--- src/rtl/mul_div_hilo.sv ---
// mul_div_hilo: multiply/divide issue stage feeding an external multiplier, with HI/LO registers.
// Define MUL_DIV_HILO_DIV_EN to build the signed 32-cycle restoring divider; otherwise DIV reports op_err.
module mul_div_hilo #(
    parameter int MUL_WAIT = 2
) (
    input  logic        clock,
    input  logic        clear,
    input  logic        start,
    input  logic [1:0]  op,
    input  logic [31:0] a_in,
    input  logic [31:0] b_in,
    output logic [31:0] mult_a,
    output logic [31:0] mult_b,
    input  logic [63:0] mult_c,
    input  logic [1:0]  hilo_we,
    input  logic [31:0] hilo_wdata,
    output logic        busy,
    output logic        done,
    output logic        op_err,
    output logic [31:0] hi,
    output logic [31:0] lo
);

    typedef enum logic [2:0] {
        S_IDLE,
        S_MWAIT,
        S_MCAP,
        S_DPREP,
        S_DITER,
        S_DFIX,
        S_ERR
    } state_t;

    localparam logic [1:0] OP_MUL  = 2'b00;
    localparam logic [7:0] MUL_CNT = 8'(MUL_WAIT);

    state_t     state;
    logic [7:0] cnt;

`ifdef MUL_DIV_HILO_DIV_EN
    localparam logic [1:0] OP_DIV = 2'b01;

    logic [31:0] quo;    // dividend magnitude; quotient bits shift in from the bottom
    logic [31:0] dvs;
    logic [31:0] rem;
    logic        neg_q;
    logic        neg_r;
    logic [32:0] rem_sh;
    logic [32:0] diff;

    function automatic logic [31:0] mag(input logic [31:0] v);
        return v[31] ? -v : v;
    endfunction

    // Trial subtraction; diff[32] set means the divisor did not fit this step.
    always_comb begin
        rem_sh = {rem, quo[31]};
        diff   = rem_sh - {1'b0, dvs};
    end
`endif

    // NOTE: all state uses non-blocking assignments so every branch sees pre-edge values.
    always_ff @(posedge clock or negedge clear) begin
        if (!clear) begin
            state  <= S_IDLE;
            cnt    <= '0;
            mult_a <= '0;
            mult_b <= '0;
            busy   <= 1'b0;
            done   <= 1'b0;
            op_err <= 1'b0;
            hi     <= '0;
            lo     <= '0;
`ifdef MUL_DIV_HILO_DIV_EN
            quo    <= '0;
            dvs    <= '0;
            rem    <= '0;
            neg_q  <= 1'b0;
            neg_r  <= 1'b0;
`endif
        end else begin
            done   <= 1'b0;
            op_err <= 1'b0;
            case (state)
                S_IDLE: begin
                    busy <= start;
                    if (start) begin
                        if (op == OP_MUL) begin
                            mult_a <= a_in;
                            mult_b <= b_in;
                            cnt    <= MUL_CNT;
                            state  <= S_MWAIT;
                        end
`ifdef MUL_DIV_HILO_DIV_EN
                        else if (op == OP_DIV && b_in != '0) begin
                            quo   <= a_in;
                            dvs   <= b_in;
                            neg_q <= a_in[31] ^ b_in[31];
                            neg_r <= a_in[31];
                            state <= S_DPREP;
                        end
`endif
                        else begin
                            state <= S_ERR;
                        end
                    end else begin
                        // MTHI/MTLO only land when no operation is being launched.
                        if (hilo_we[1]) hi <= hilo_wdata;
                        if (hilo_we[0]) lo <= hilo_wdata;
                    end
                end
                S_MWAIT: begin
                    if (cnt == 8'd1) state <= S_MCAP;
                    else             cnt   <= cnt - 8'd1;
                end
                S_MCAP: begin
                    {hi, lo} <= mult_c;
                    done     <= 1'b1;
                    state    <= S_IDLE;
                end
`ifdef MUL_DIV_HILO_DIV_EN
                S_DPREP: begin
                    quo   <= mag(quo);
                    dvs   <= mag(dvs);
                    rem   <= '0;
                    cnt   <= 8'd32;
                    state <= S_DITER;
                end
                S_DITER: begin
                    if (diff[32]) begin
                        rem <= rem_sh[31:0];
                        quo <= {quo[30:0], 1'b0};
                    end else begin
                        rem <= diff[31:0];
                        quo <= {quo[30:0], 1'b1};
                    end
                    cnt <= cnt - 8'd1;
                    if (cnt == 8'd1) state <= S_DFIX;
                end
                S_DFIX: begin
                    // Quotient truncates toward zero; remainder follows the dividend's sign.
                    lo    <= neg_q ? -quo : quo;
                    hi    <= neg_r ? -rem : rem;
                    done  <= 1'b1;
                    state <= S_IDLE;
                end
`endif
                S_ERR: begin
                    done   <= 1'b1;
                    op_err <= 1'b1;
                    state  <= S_IDLE;
                end
                default: state <= S_IDLE;
            endcase
        end
    end

endmodule

--- config.mk ---
export PLATFORM = sky130hd
export DESIGN_NAME = mul_div_hilo
export DESIGN_NICKNAME = d
export VERILOG_FILES = /design/src/rtl/mul_div_hilo.sv
export SDC_FILE = /design/constraint.sdc
export NUM_CORES = 1
export LEC_CHECK = 0
export ABC_AREA = 1
export CAP_MARGIN = 10
export CORE_MARGIN = 2
export CORE_UTILIZATION = 42
export DETAILED_ROUTE_END_ITERATION = 10
export MAX_ROUTING_LAYER = met4
export PLACE_DENSITY = 0.81
export RECOVER_POWER = 50
export SLEW_MARGIN = 20
export SYNTH_ARGS = -nofsm -noshare
export SYNTH_HDL_FRONTEND = slang
export SYNTH_SLANG_ARGS = --single-unit
--- constraint.sdc ---
create_clock -name clock -period 2.1 [get_ports clock]
set_clock_uncertainty 0.2 [all_clocks]
set_input_delay 0.315 -clock clock [delete_from_list [all_inputs] [get_ports clock]]
set_output_delay 0.315 -clock clock [all_outputs]
set_load 0.05 [all_outputs]
Word level (Yosys, flattened, before mapping)
Index checks and enable logic that the tools add are counted.
W data, S select, Z words.
Storage, ports and cells
  flip-flop bits (word level): 142
  latch bits: 0
  RAM bits: 0
  memory bits (read-only): 0
  input bits: 167
  output and inout bits: 131
  word-level logic and storage cells: 47
  memories kept: 0
Operators by class
  add/sub/neg operators: 1
  multiply operators: 0
  div/mod/pow operators: 0
  magnitude comparators: 0
  equal/unequal tests: 11
  shifts and indexed selects: 0
  muxes and demuxes: 16
  bitwise gates (word level): 0
  reduce and logical (&&, ||, !) cells: 10
Operators by type and width (count)
  $mux W32: 4
  $pmux W32 S2: 2
  $mux W8: 3
  $pmux W8 S2: 1
  $ne A2 B2 Y1 const B: 7
  $mux W3: 3
  $reduce_and A3 Y1: 3
  $eq A8 B1 Y1 const B: 1
  $sub A8 B1 Y8 const B: 1
  $pmux W3 S2: 1
  $reduce_and A4 Y1: 1
  $reduce_bool A2 Y1: 2
  $eq A3 B1 Y1 const B: 1
  $eq A3 B2 Y1 const B: 1
  $eq A3 B3 Y1 const B: 1
  $logic_not A3 Y1: 1
  $logic_not A2 Y1: 1
  $mux W1: 2
  $reduce_and A2 Y1: 1
  $reduce_or A2 Y1: 1

Depth between registers and ports, before layout
Gate-level depths: netlist (run 1).
  depth after elaboration: 4
  depth in mapped cells: 10
  depth with buffers taken out: 9

Least setup slack after synthesis (run 1)
Ideal clock, no wire load.
  kind: register to register
  from: reg state[1]
  to: reg mult_a[0]
  library setup time: 0.119 ns
  arrival time: 1.196 ns
  data required time: 1.781 ns
  setup slack: 0.585 ns
  stages on the path, launching flop included: 9
  path buffers: 2
  clock period less this slack: 1.515 ns
  path through: dfrtp_1 > nor2_2 > nand2_4 > nor2_4 > inv_2 > buf_6 > buf_6 > nand2_1 > nand2_1
On the way
  cells in the longest elaborated chain, start to end: 2
RTL lines
  start: declaration: line 37  | state_t state;
  start signal: assignment: line 65  | state <= S_IDLE;
  start signal: assignment: line 92  | state <= S_MWAIT;
  start signal: assignment: line 104  | state <= S_ERR;
  $logic_not A3 Y1: line 84  | case (state)
  $reduce_and A3 Y1 (no source line)
  end signal: assignment: line 89  | mult_a <= a_in;
  end: declaration: line 12  | output logic [31:0] mult_a,
No other way between the ends.
A chain may end at the register's enable or synchronous reset.

Final worst setup path (run 1)
  from: reg mult_a[10]
  to: out mult_a[10]
No word-level cell between the ends.

==> summary.md, run 1 <==
| Metric | Value |
|---|---|
| Synth top area share | `53.7%` |
| Most frequent cells after synthesis | `nand2_1, dfrtp_1, nand3_1` |
| Die area | `16800 µm²` |
| Setup TNS | `0 ns` |
| Mapped Avg Cell Area | `7.94 µm²` |
| Synthesized area | `6610 µm²` |
| Fin util | `64.8%` |
| Num CTS Buffers | `17` |
| Int Power | `8.55 mW` |
| R2r startpoint | `state[1]$_DFFE_PN0P_` |
| Part of the power in the clock network | `16.5%` |
| Hold path startpoint | `a_in[5]` |
| CP Launch Type | `flop` |
| Clk_lat worst skew | `0.41 ns` |
| Final std cells w/o fill | `1344` |
| Max stage delay on crit path | `0.80 ns` |
| Max Freq | `485 MHz` |
| Outcome | `complete, no violations` |
| Setup bufs post-CTS | `0` |
| DRT Wirelength | `21.7 mm` |
| First drt pass iteration count | `5` |
| Cell type with the largest total area after synthesis | `dfrtp_1` |
| Final Cycle Share | `98.3%` |
| Synth top area cells | `dfrtp_1, nand2_1, nand3_1` |
| CTS root buffer | `clkbuf_16` |
| Layout area overhead | `50.0%` |
| Maximum VDD drop | `914 µV` |
| Static Leak | `5.39 nW` |
| Drt wl/cell | `16.1 µm` |
| Final slew viol count | `0` |
| Number of enable flip-flop cells after synthesis | `0` |
| Syn Nets | `1002` |
| Total congestion overflow | `0` |
| Buffers and inverters on the worst path | `1` |
| Distinct cells, synth | `22` |
| Crit path launch | `mult_a[10]$_DFFE_PN0P_` |
| Reg-to-reg slack, setup | `0.15 ns` |
| Min Tclk post-route | `2.06 ns` |
| Initial antenna violation count | `0` |
| Critical Path Sink Type | `primary output` |
| Nets | `1290` |
| Initial Util | `43.2%` |
| Pwr per Cell Area | `1850 nW/µm²` |
| Synthesis Warnings | `0` |
| Htree depth | `4` |
| Count leader, synth | `nand2_1` |
| Final Power | `18.3 mW` |
| Post-synthesis instance total | `833` |
| Clock transition at path regs | `0.06 ns` |
| Remaining antenna violation count after routing | `0` |
| Endpoints failing hold | `0` |
| FP Rows | `45` |
| Core Region | `15300 µm²` |
| Main synth FF type | `dfrtp_1` |
| Yosys reg bits | `142` |
| Largest net degree at the start of global routing | `65` |
| Via count | `6570` |
| Setup violations, final | `0` |
| Hold depth | `3` |
| First-pass GRT wire length | `32.5 mm` |
| RD Place Congestion | `0.926` |
| Asr flop ratio synth | `100%` |
| Critical-path top delay cell | `clkdlybuf4s50_1` |
| Chip width | `129 µm` |
| Clock tree buffer depth | `2` |
| Unrepaired setup endpoints after global routing | `false` |
| Req. time, crit path | `1.58 ns` |
| Hold EP | `mult_a[5]$_DFFE_PN0P_` |
| Tightest Pin Transition | `1.08 ns` |
| Layout cell share with drive strength beyond 1 | `5.92%` |
| Via density per instance | `4.89` |
| Die Y-Extent | `129 µm` |
| Max-slew headroom | `28.3%` |
| Clk sinks | `142` |
| Placed insts | `1312` |
| Type of the worst setup path | `reg -> out` |
| DRT iter0 DRCs | `404` |
| R2R depth | `9` |
| # port buffers | `297` |
| Ports | `298` |
| CP cell instances | `clkdlybuf4s50_1` |
| Sw Pwr | `9.75 mW` |
| MaxCap Viol Count | `0` |
| Seq/Total Area, Yosys | `53.7%` |
| Worst EP arrival | `1.55 ns` |
| Reg-to-Reg End | `hi[13]$_DFFE_PN0P_` |
| Type of the worst min-delay path | `in -> reg` |
| Combinational Power Share | `57.1%` |
| Reg power frac | `26.4%` |
| Final HPWL DP | `15.8 mm` |
| Max FO, Critical Path | `2` |
| Vias in the first global route | `6196` |
| DRC Markers | `0` |
| Switch share | `53.3%` |
| CP delay by family, top | `buffers and inverters` |
| Tot GR Track Use | `26.2%` |
| CTS tree | `built` |
power by group through the flow:
stage               registers, mW  logic [mW]  clock network (mW)
floorplan                    9.06        3.28                   0
global placement             4.86        11.2                   0
detailed placement           4.89        11.4                   0
CTS                          4.85        11.0                3.08
global route                 4.98        11.1                3.22
finish                       4.84        10.4                3.02
logic make-up (layout without fill, tap and decap cells):
logic type | after synthesis | count (layout) | synth area share (%)
AND/OR/NAND/NOR | 610 | 610 | 38.1
flip-flops | 142 | 142 | 53.7
buffers and inverters | 68 | 367 | 6.78
AO/OA/AOI/OAI | 9 | 9 | 0.776
adder cells (fa/ha/maj) | 2 | 2 | 0.378
XOR/XNOR | 2 | 2 | 0.265
other | 0 | 1 | 0
placed cells by master, fill, tap and decap left out, types with 4 or more instances in the layout:
cell             count
nand3_1            135
dlymetal6s2s_1      16
nand2_1            446
clkbuf_16           17
clkdlybuf4s50_1    167
inv_2                4
inv_1               14
nand2_2              5
nor2_1              15
clkinv_2             4
o21ai_0              7
clkbuf_1            48
buf_4               13
dfrtp_1            142
dlygate4sd2_1       65
cell type report:
class / count / area [µm²]
Clock inverter: 11 / 141
Clock buffer: 19 / 453
Multi-Input combinational cell: 623 / 2610
Antenna cell: 1 / 2.50
Timing Repair Buffer: 319 / 2830
Sequential cell: 142 / 3550
Fill cell: 1356 / 5400
Inverter: 18 / 67.6
Tap cell: 211 / 264
registers in the layout, indices dropped and copies added (netlist names):
register  cells
mult_b       32
busy          1
hi           32
mult_a       32
lo           32
cnt           8
done          1
state         3
op_err        1
worst max-delay path by stage:
stage                     depth (start not counted)                endpoint  slack [ns]
after CTS                                         1              mult_a[22]      0.0007
after detailed placement                         10  mult_a[10]$_DFFE_PN0P_        0.11
after global routing                              1              mult_a[10]       0.002
final                                             1              mult_a[10]        0.04
after global placement                           10   mult_b[9]$_DFFE_PN0P_        0.18
after floorplan                                   8   mult_a[0]$_DFFE_PN0P_        0.58
stage by stage:
stage	instance area [µm²]	worst slack [ns]	hold WS (ns)
global placement	9610	0.176	0.0631
detailed placement	9610	0.114	0.0680
floorplan	6610	0.585	-0.181
CTS	10100	0.000734	0.195
finish	9920	0.0361	0.243
global route	9910	0.00238	0.235
timing repair:
action,CTS,global route
pin swaps,0,0
hold endpoints to repair,39,0
endpoints found under the setup margin,65,24
cloned,0,0
hold buffers,1,0
resized for setup,65,24
worst register-to-register path, stage by stage (launching register included):
cell and delay [ns]:
dfrtp_1 0.38, nor2_1 0.21, nand2_4 0.10, inv_1 0.14
nand2_1 0.08, nand2_2 0.24, nand2_2 0.09, buf_4 0.23
nand2_1 0.10, nand2_1 0.06
per-layer routing:
metal / share of wire [%] / track usage, % / up-vias
met5: 0 / - / -
met4: 2.4 / 10.1 / 0
met3: 8.5 / 6.90 / 34
met2: 50 / 43.4 / 259
met1: 39 / 30.5 / 3090
li1: - / - / 3187
Power figures use the tool's default switching activity.
==> run 2, diff against run 1 <==
Settings changed: CAP_MARGIN 10 to 5.
Clock period 2.1 ns to 1.9 ns, I/O delays scaled along.
==> summary.md, run 2 (synthesis gave the netlist of run 1 again) <==
| Metric | Value |
|---|---|
| Final Power | `20.5 mW (+12%)` |
| RD Place Congestion | `0.930 (+0.52%)` |
| Initial antenna violation count | `1 (+1)` |
| CP cell instances | `clkbuf_1` |
| Largest net degree at the start of global routing | `65 (unchanged)` |
| Min Tclk post-route | `1.72 ns` |
| Top routing layer in use | `met4` |
| Clk_lat worst skew | `0.43 ns (+0.02 ns)` |
| Setup bufs post-CTS | `0 (unchanged)` |
| Commonest cells after routing, fill and taps aside | `nand2_1, clkdlybuf4s50_1, dfrtp_1` |
| Tightest Pin Transition | `0.723 ns (-0.352 ns)` |
| Worst setup margin | `0.180 ns (+0.144 ns)` |
| FP Rows | `45 (unchanged)` |
| WHS | `0.168 ns (-0.0751 ns)` |
| Ports | `298 (unchanged)` |
| Chip width | `129 µm (unchanged)` |
| Die Y-Extent | `129 µm (unchanged)` |
| Clock tree buffer depth | `2 (unchanged)` |
| Htree depth | `4 (unchanged)` |
| First-pass GRT wire length | `33.3 mm (+2.6%)` |
| Type of the worst min-delay path | `in -> async` |
| Commonest non-fill, non-tap cell in the layout | `nand2_1` |
| CTS resizes | `0 (-100%)` |
| Max-slew headroom | `51.8% (+23 points)` |
| Critical-path top delay cell | `clkbuf_1` |
| Met3 WL | `1.94 mm (+5.7%)` |
| Layout area overhead | `49.2%` |
| DRT iter0 DRCs | `328 (-19%)` |
| Buffers and inverters on the worst path | `1 (unchanged)` |
| Max Freq | `581 MHz` |
| Die area | `16800 µm² (unchanged)` |
| Via count | `6607 (+0.56%)` |
| Critical Path Sink Type | `primary output` |
| Remaining antenna violation count after routing | `0 (unchanged)` |
| Nets | `1296 (+0.47%)` |
| Max stage delay on crit path | `0.47 ns (-0.33 ns)` |
| CTS Hold Bufs | `1 (unchanged)` |
| Unrepaired setup endpoints after global routing | `false` |
| Sw Pwr | `11.0 mW (+13%)` |
| Type of the worst setup path | `reg -> out` |
| Vias in the first global route | `6307 (+1.8%)` |
| Pwr per Cell Area | `2080 nW/µm² (+13%)` |
| CTS tree | `built` |
| CP delay by family, top | `buffers and inverters` |
| CP Launch Type | `flop` |
| Dpl ws | `-0.0210 ns (-0.135 ns)` |
| Setup violations, final | `0 (unchanged)` |
| Clk sinks | `142 (unchanged)` |
| First drt pass iteration count | `5 (unchanged)` |
| Endpoints failing hold | `0 (unchanged)` |
| Initial Util | `43.2% (unchanged)` |
| Via density per instance | `4.89 (about the same)` |
| DRT Wirelength | `21.6 mm (-0.39%)` |
| Req. time, crit path | `1.41 ns (-0.17 ns)` |
| Worst EP arrival | `1.24 ns (-0.31 ns)` |
| Met1 layer wirelength in the final routing | `8.53 mm (-0.27%)` |
| Tot GR Track Use | `26.7% (+0.52 points)` |
| # port buffers | `297 (unchanged)` |
| DRC Markers | `0 (unchanged)` |
| Max FO, Critical Path | `2 (unchanged)` |
| Met2 WL post-DR | `10.7 mm (-0.95%)` |
| Clock transition at path regs | `0.06 ns (about the same)` |
| Total congestion overflow | `0 (unchanged)` |
| MaxCap Viol Count | `0 (unchanged)` |
| Final HPWL DP | `16.0 mm (+0.85%)` |
| Drt wl/cell | `16.0 µm (-0.98%)` |
| Num CTS Buffers | `17 (unchanged)` |
| Final slew viol count | `0 (unchanged)` |
| Int Power | `9.54 mW (+12%)` |
| Switch share | `53.5% (+0.24 points)` |
| Static Leak | `5.29 nW (-1.9%)` |
| CTS root buffer | `clkbuf_16` |
| Reg power frac | `26.2% (-0.2 points)` |
| Outcome | `complete, no violations` |
| Maximum VDD drop | `1150 µV (+26%)` |
| Combinational Power Share | `58.0% (+0.9 points)` |
| Layout cell share with drive strength beyond 1 | `18.0% (+12 points)` |
| Part of the power in the clock network | `15.7% (-0.8 points)` |
| Core Region | `15300 µm² (unchanged)` |
| Final Cycle Share | `90.5%` |
## run 2: cell types whose count changed in the layout (fill, tap and decap cells not counted), moves of 5 or more
| cell | before | now |
|---|---|---|
| buf_12 | 2 | 8 |
| buf_4 | 13 | 83 |
| clkbuf_1 | 48 | 3 |
| clkbuf_2 | 3 | 61 |
| clkinv_4 | 0 | 5 |
| dlygate4sd2_1 | 65 | 0 |
| dlymetal6s2s_1 | 16 | 0 |
## run 2: metrics by stage
step / setup TNS, ns / area [µm²] / instances / utilization [%]
6_report: 0 / 9860 / 1352 / 64.4
5_1_grt: 0 / 9860 / 1352 / 64.4
4_1_cts: 0 / 10100 / 1351 / 65.7
3_5_place_dp: -0.0492 / 9470 / 1318 / 61.9
3_3_place_gp: 0 / 9470 / 1318 / 61.9
2_1_floorplan: 0 / 6610 / 833 / -
## run 2: metal layers
metal  vias to the layer above  track usage [%]
li1                       3210                -
met1                      3080             30.8
met2                       284             44.1
met3                        33             8.26
met4                         0             9.49
met5                         -                -
## run 2: cell type report
cell class	count	area, µm²
Antenna cell	1	2.50
Clock buffer	18	439
Clock inverter	14	134
Fill cell	1348	5450
Inverter	18	67.6
Multi-Input combinational cell	623	2620
Sequential cell	142	3550
Tap cell	211	264
Timing Repair Buffer	325	2790
## run 2: power by group through the flow
stage	Clock, mW	Combinational (mW)	Sequential [mW]
after floorplan	0	3.62	10.0
after global placement	0	12.1	5.40
after global routing	3.42	12.7	5.56
final	3.23	11.9	5.39
after detailed placement	0	12.4	5.41
after CTS	3.31	12.4	5.40
## run 2: final timing paths
kind / from / endpoint / slack, ns / cells after the start
worst min-delay path: clear / mult_a[13]$_DFFE_PN0P_ / 0.17 / 2
worst max register to register: state[1]$_DFFE_PN0P_ / lo[17]$_DFFE_PN0P_ / 0.24 / 8
worst min register to register: mult_a[8]$_DFFE_PN0P_ / mult_a[8]$_DFFE_PN0P_ / 0.27 / 2
max in group asynchronous: clear / mult_b[21]$_DFFE_PN0P_ / 0.30 / 3
worst max-delay path: hi[10]$_DFFE_PN0P_ / hi[10] / 0.18 / 1
min in group clock: a_in[19] / mult_a[19]$_DFFE_PN0P_ / 0.20 / 3
==> run 3, diff against run 2 <==
Settings changed: GPL_TIMING_DRIVEN set to 0.
==> summary.md, run 3 (synthesis gave the netlist of run 1 again) <==
| Metric | Value |
|---|---|
| Layout filler cell count | `1339 (-0.67%)` |
| Reg-to-reg slack, setup | `0.09 ns (-0.15 ns)` |
| Layout cell share with drive strength beyond 1 | `8.25% (-9.7 points)` |
| CP Launch Type | `flop` |
| Clk sinks | `142 (unchanged)` |
| CTS tree | `built` |
| R2r startpoint | `state[1]$_DFFE_PN0P_` |
| # port buffers | `297 (unchanged)` |
| Core Region | `15300 µm² (unchanged)` |
| Combinational Power Share | `58.6% (+0.6 points)` |
| Endpoints failing hold | `0 (unchanged)` |
| Setup TNS | `0 ns (unchanged)` |
| Min Tclk post-route | `1.85 ns (+0.129 ns)` |
| DRC Markers | `0 (unchanged)` |
| Die area | `16800 µm² (unchanged)` |
| Drt wl/cell | `16.6 µm (+3.6%)` |
| Setup bufs post-CTS | `0 (unchanged)` |
| Final Power | `20.4 mW (-0.38%)` |
| Placed insts | `1342 (+1.8%)` |
| Met3 WL | `2.11 mm (+8.6%)` |
| Top routing layer in use | `met4` |
| Setup violations, final | `0 (unchanged)` |
| MaxCap Viol Count | `0 (unchanged)` |
| Tightest Pin Transition | `0.913 ns (+0.190 ns)` |
| Critical-path top delay cell | `dlygate4sd2_1` |
| Worst setup margin | `0.0504 ns (-0.129 ns)` |
| Hold depth | `3` |
| Htree depth | `4 (unchanged)` |
| Met2 WL post-DR | `11.0 mm (+2.8%)` |
| Max stage delay on crit path | `0.60 ns (+0.13 ns)` |
| Unrepaired setup endpoints after global routing | `false` |
| Req. time, crit path | `1.41 ns (about the same)` |
| Commonest non-fill, non-tap cell in the layout | `nand2_1` |
| Final Cycle Share | `97.3% (+6.8 points)` |
| Number of diodes | `0 (-1)` |
| FP Rows | `45 (unchanged)` |
| Final slew viol count | `0 (unchanged)` |
| Reg-to-Reg End | `mult_a[3]$_DFFE_PN0P_` |
| Via density per instance | `4.91 (+0.57%)` |
| Clock transition at path regs | `0.06 ns (about the same)` |
| DRT Wirelength | `22.8 mm (+5.4%)` |
| Type of the worst setup path | `reg -> out` |
| Crit path launch | `lo[22]$_DFFE_PN0P_` |
| Clock tree buffer depth | `2 (unchanged)` |
| Static Leak | `5.59 nW (+5.6%)` |
| Vias in the first global route | `6589 (+4.5%)` |
| First drt pass iteration count | `5 (unchanged)` |
| Chip width | `129 µm (unchanged)` |
| Clk_lat worst skew | `0.42 ns (about the same)` |
| Final std cells w/o fill | `1375 (+1.7%)` |
| Largest net degree at the start of global routing | `80 (+23%)` |
| First-pass GRT wire length | `34.4 mm (+3.2%)` |
| CP cell instances | `dlygate4sd2_1` |
| Total congestion overflow | `0 (unchanged)` |
| Worst EP arrival | `1.36 ns (+0.12 ns)` |
| Remaining antenna violation count after routing | `0 (unchanged)` |
| Final HPWL DP | `17.2 mm (+7.7%)` |
| Worst setup path end | `lo[22]` |
| Num CTS Buffers | `17 (unchanged)` |
| R2R depth | `8 (unchanged)` |
| Critical Path Sink Type | `primary output` |
| Outcome | `complete, no violations` |
| Via count | `6758 (+2.3%)` |
| Max Freq | `541 MHz (-7.0%)` |
| Dpl ws | `-0.0910 ns (-0.0700 ns)` |
| Max-slew headroom | `39.1% (-13 points)` |
| Die Y-Extent | `129 µm (unchanged)` |
| Switch share | `53.3% (-0.24 points)` |
| CP delay by family, top | `buffers and inverters` |
| Max FO, Critical Path | `2 (unchanged)` |
| RD Place Congestion | `0.951 (+2.2%)` |
| Type of the worst min-delay path | `in -> reg` |
| Initial Util | `43.2% (unchanged)` |
| Fin util | `67.1% (+2.7 points)` |
| Maximum VDD drop | `1140 µV (-0.63%)` |
| Nets | `1320 (+1.9%)` |
| Pwr per Cell Area | `1990 nW/µm² (-4.3%)` |
| Buffers and inverters on the worst path | `1 (unchanged)` |
| Number of stages on the worst setup path | `1 (unchanged)` |
| CTS root buffer | `clkbuf_16` |
| Ports | `298 (unchanged)` |
| Sw Pwr | `10.9 mW (-0.82%)` |
| Tot GR Track Use | `27.9% (+1.2 points)` |
| Int Power | `9.55 mW (+0.12%)` |
| Initial antenna violation count | `0 (-1)` |
| Met1 layer wirelength in the final routing | `8.94 mm (+4.8%)` |
| Reg power frac | `25.8% (-0.4 points)` |
| DRT iter0 DRCs | `466 (+42%)` |
| Part of the power in the clock network | `15.6% (about the same)` |
| Layout area overhead | `55.4%` |
| Commonest cells after routing, fill and taps aside | `nand2_1, clkdlybuf4s50_1, dfrtp_1` |
==> run 3: worst min path at each step <==
stage	start	end
finish	b_in[18]	mult_b[18]$_DFFE_PN0P_
global route	a_in[17]	mult_a[17]$_DFFE_PN0P_
CTS	b_in[18]	mult_b[18]$_DFFE_PN0P_
detailed placement	clear	mult_b[0]$_DFFE_PN0P_
global placement	mult_a[23]$_DFFE_PN0P_	mult_a[23]$_DFFE_PN0P_
floorplan	clear	busy$_DFFE_PN0P_
==> run 3: final cells by class <==
class | count | area (µm²) | area share, %
timing repair buffer | 299 | 2850 | 27.7
sequential | 142 | 3550 | 34.6
clock buffer | 21 | 470 | 4.58
tap | 211 | 264 | 2.57
multi-input combinational | 623 | 2610 | 25.4
buffer | 50 | 357 | 3.47
inverter | 18 | 67.6 | 0.658
clock inverter | 11 | 106 | 1.04
==> run 3: layer usage <==
metal	GRT usage, %	vias to the layer above
met3	7.10	53
met2	46.3	316
met1	32.7	3120
li1	-	3269
met4	11.0	0
met5	-	-
==> run 3: worst register-to-register path, stage by stage, from the launching register on <==
cell      delay (ns)
dfrtp_1         0.40
nor2_2          0.18
nand2_4         0.09
nor2_4          0.20
inv_1           0.12
buf_6           0.16
clkbuf_4        0.20
nand2_1         0.09
nand2_1         0.06
==> run 3: power by group through the flow <==
stage	sequential (mW)	clock [mW]	combinational [mW]
after detailed placement	5.35	0	13.0
final	5.28	3.19	12.0
after global routing	5.45	3.38	12.8
after floorplan	10.0	0	3.62
after CTS	5.27	3.25	12.1
after global placement	5.32	0	12.8
==> run 3: stage by stage <==
step / area [µm²] / hold slack (ns)
after detailed placement: 9880 / 0.0631
after CTS: 10300 / 0.185
after global routing: 10300 / 0.201
final: 10300 / 0.203
after floorplan: 6610 / -0.211
after global placement: 9850 / 0.253
==> run 3: what timing repair did <==
item,4_1_cts,5_1_grt
resized for setup,131,3
endpoints found under the hold margin,63,0
hold buffers,1,0
setup endpoints to repair,131,3
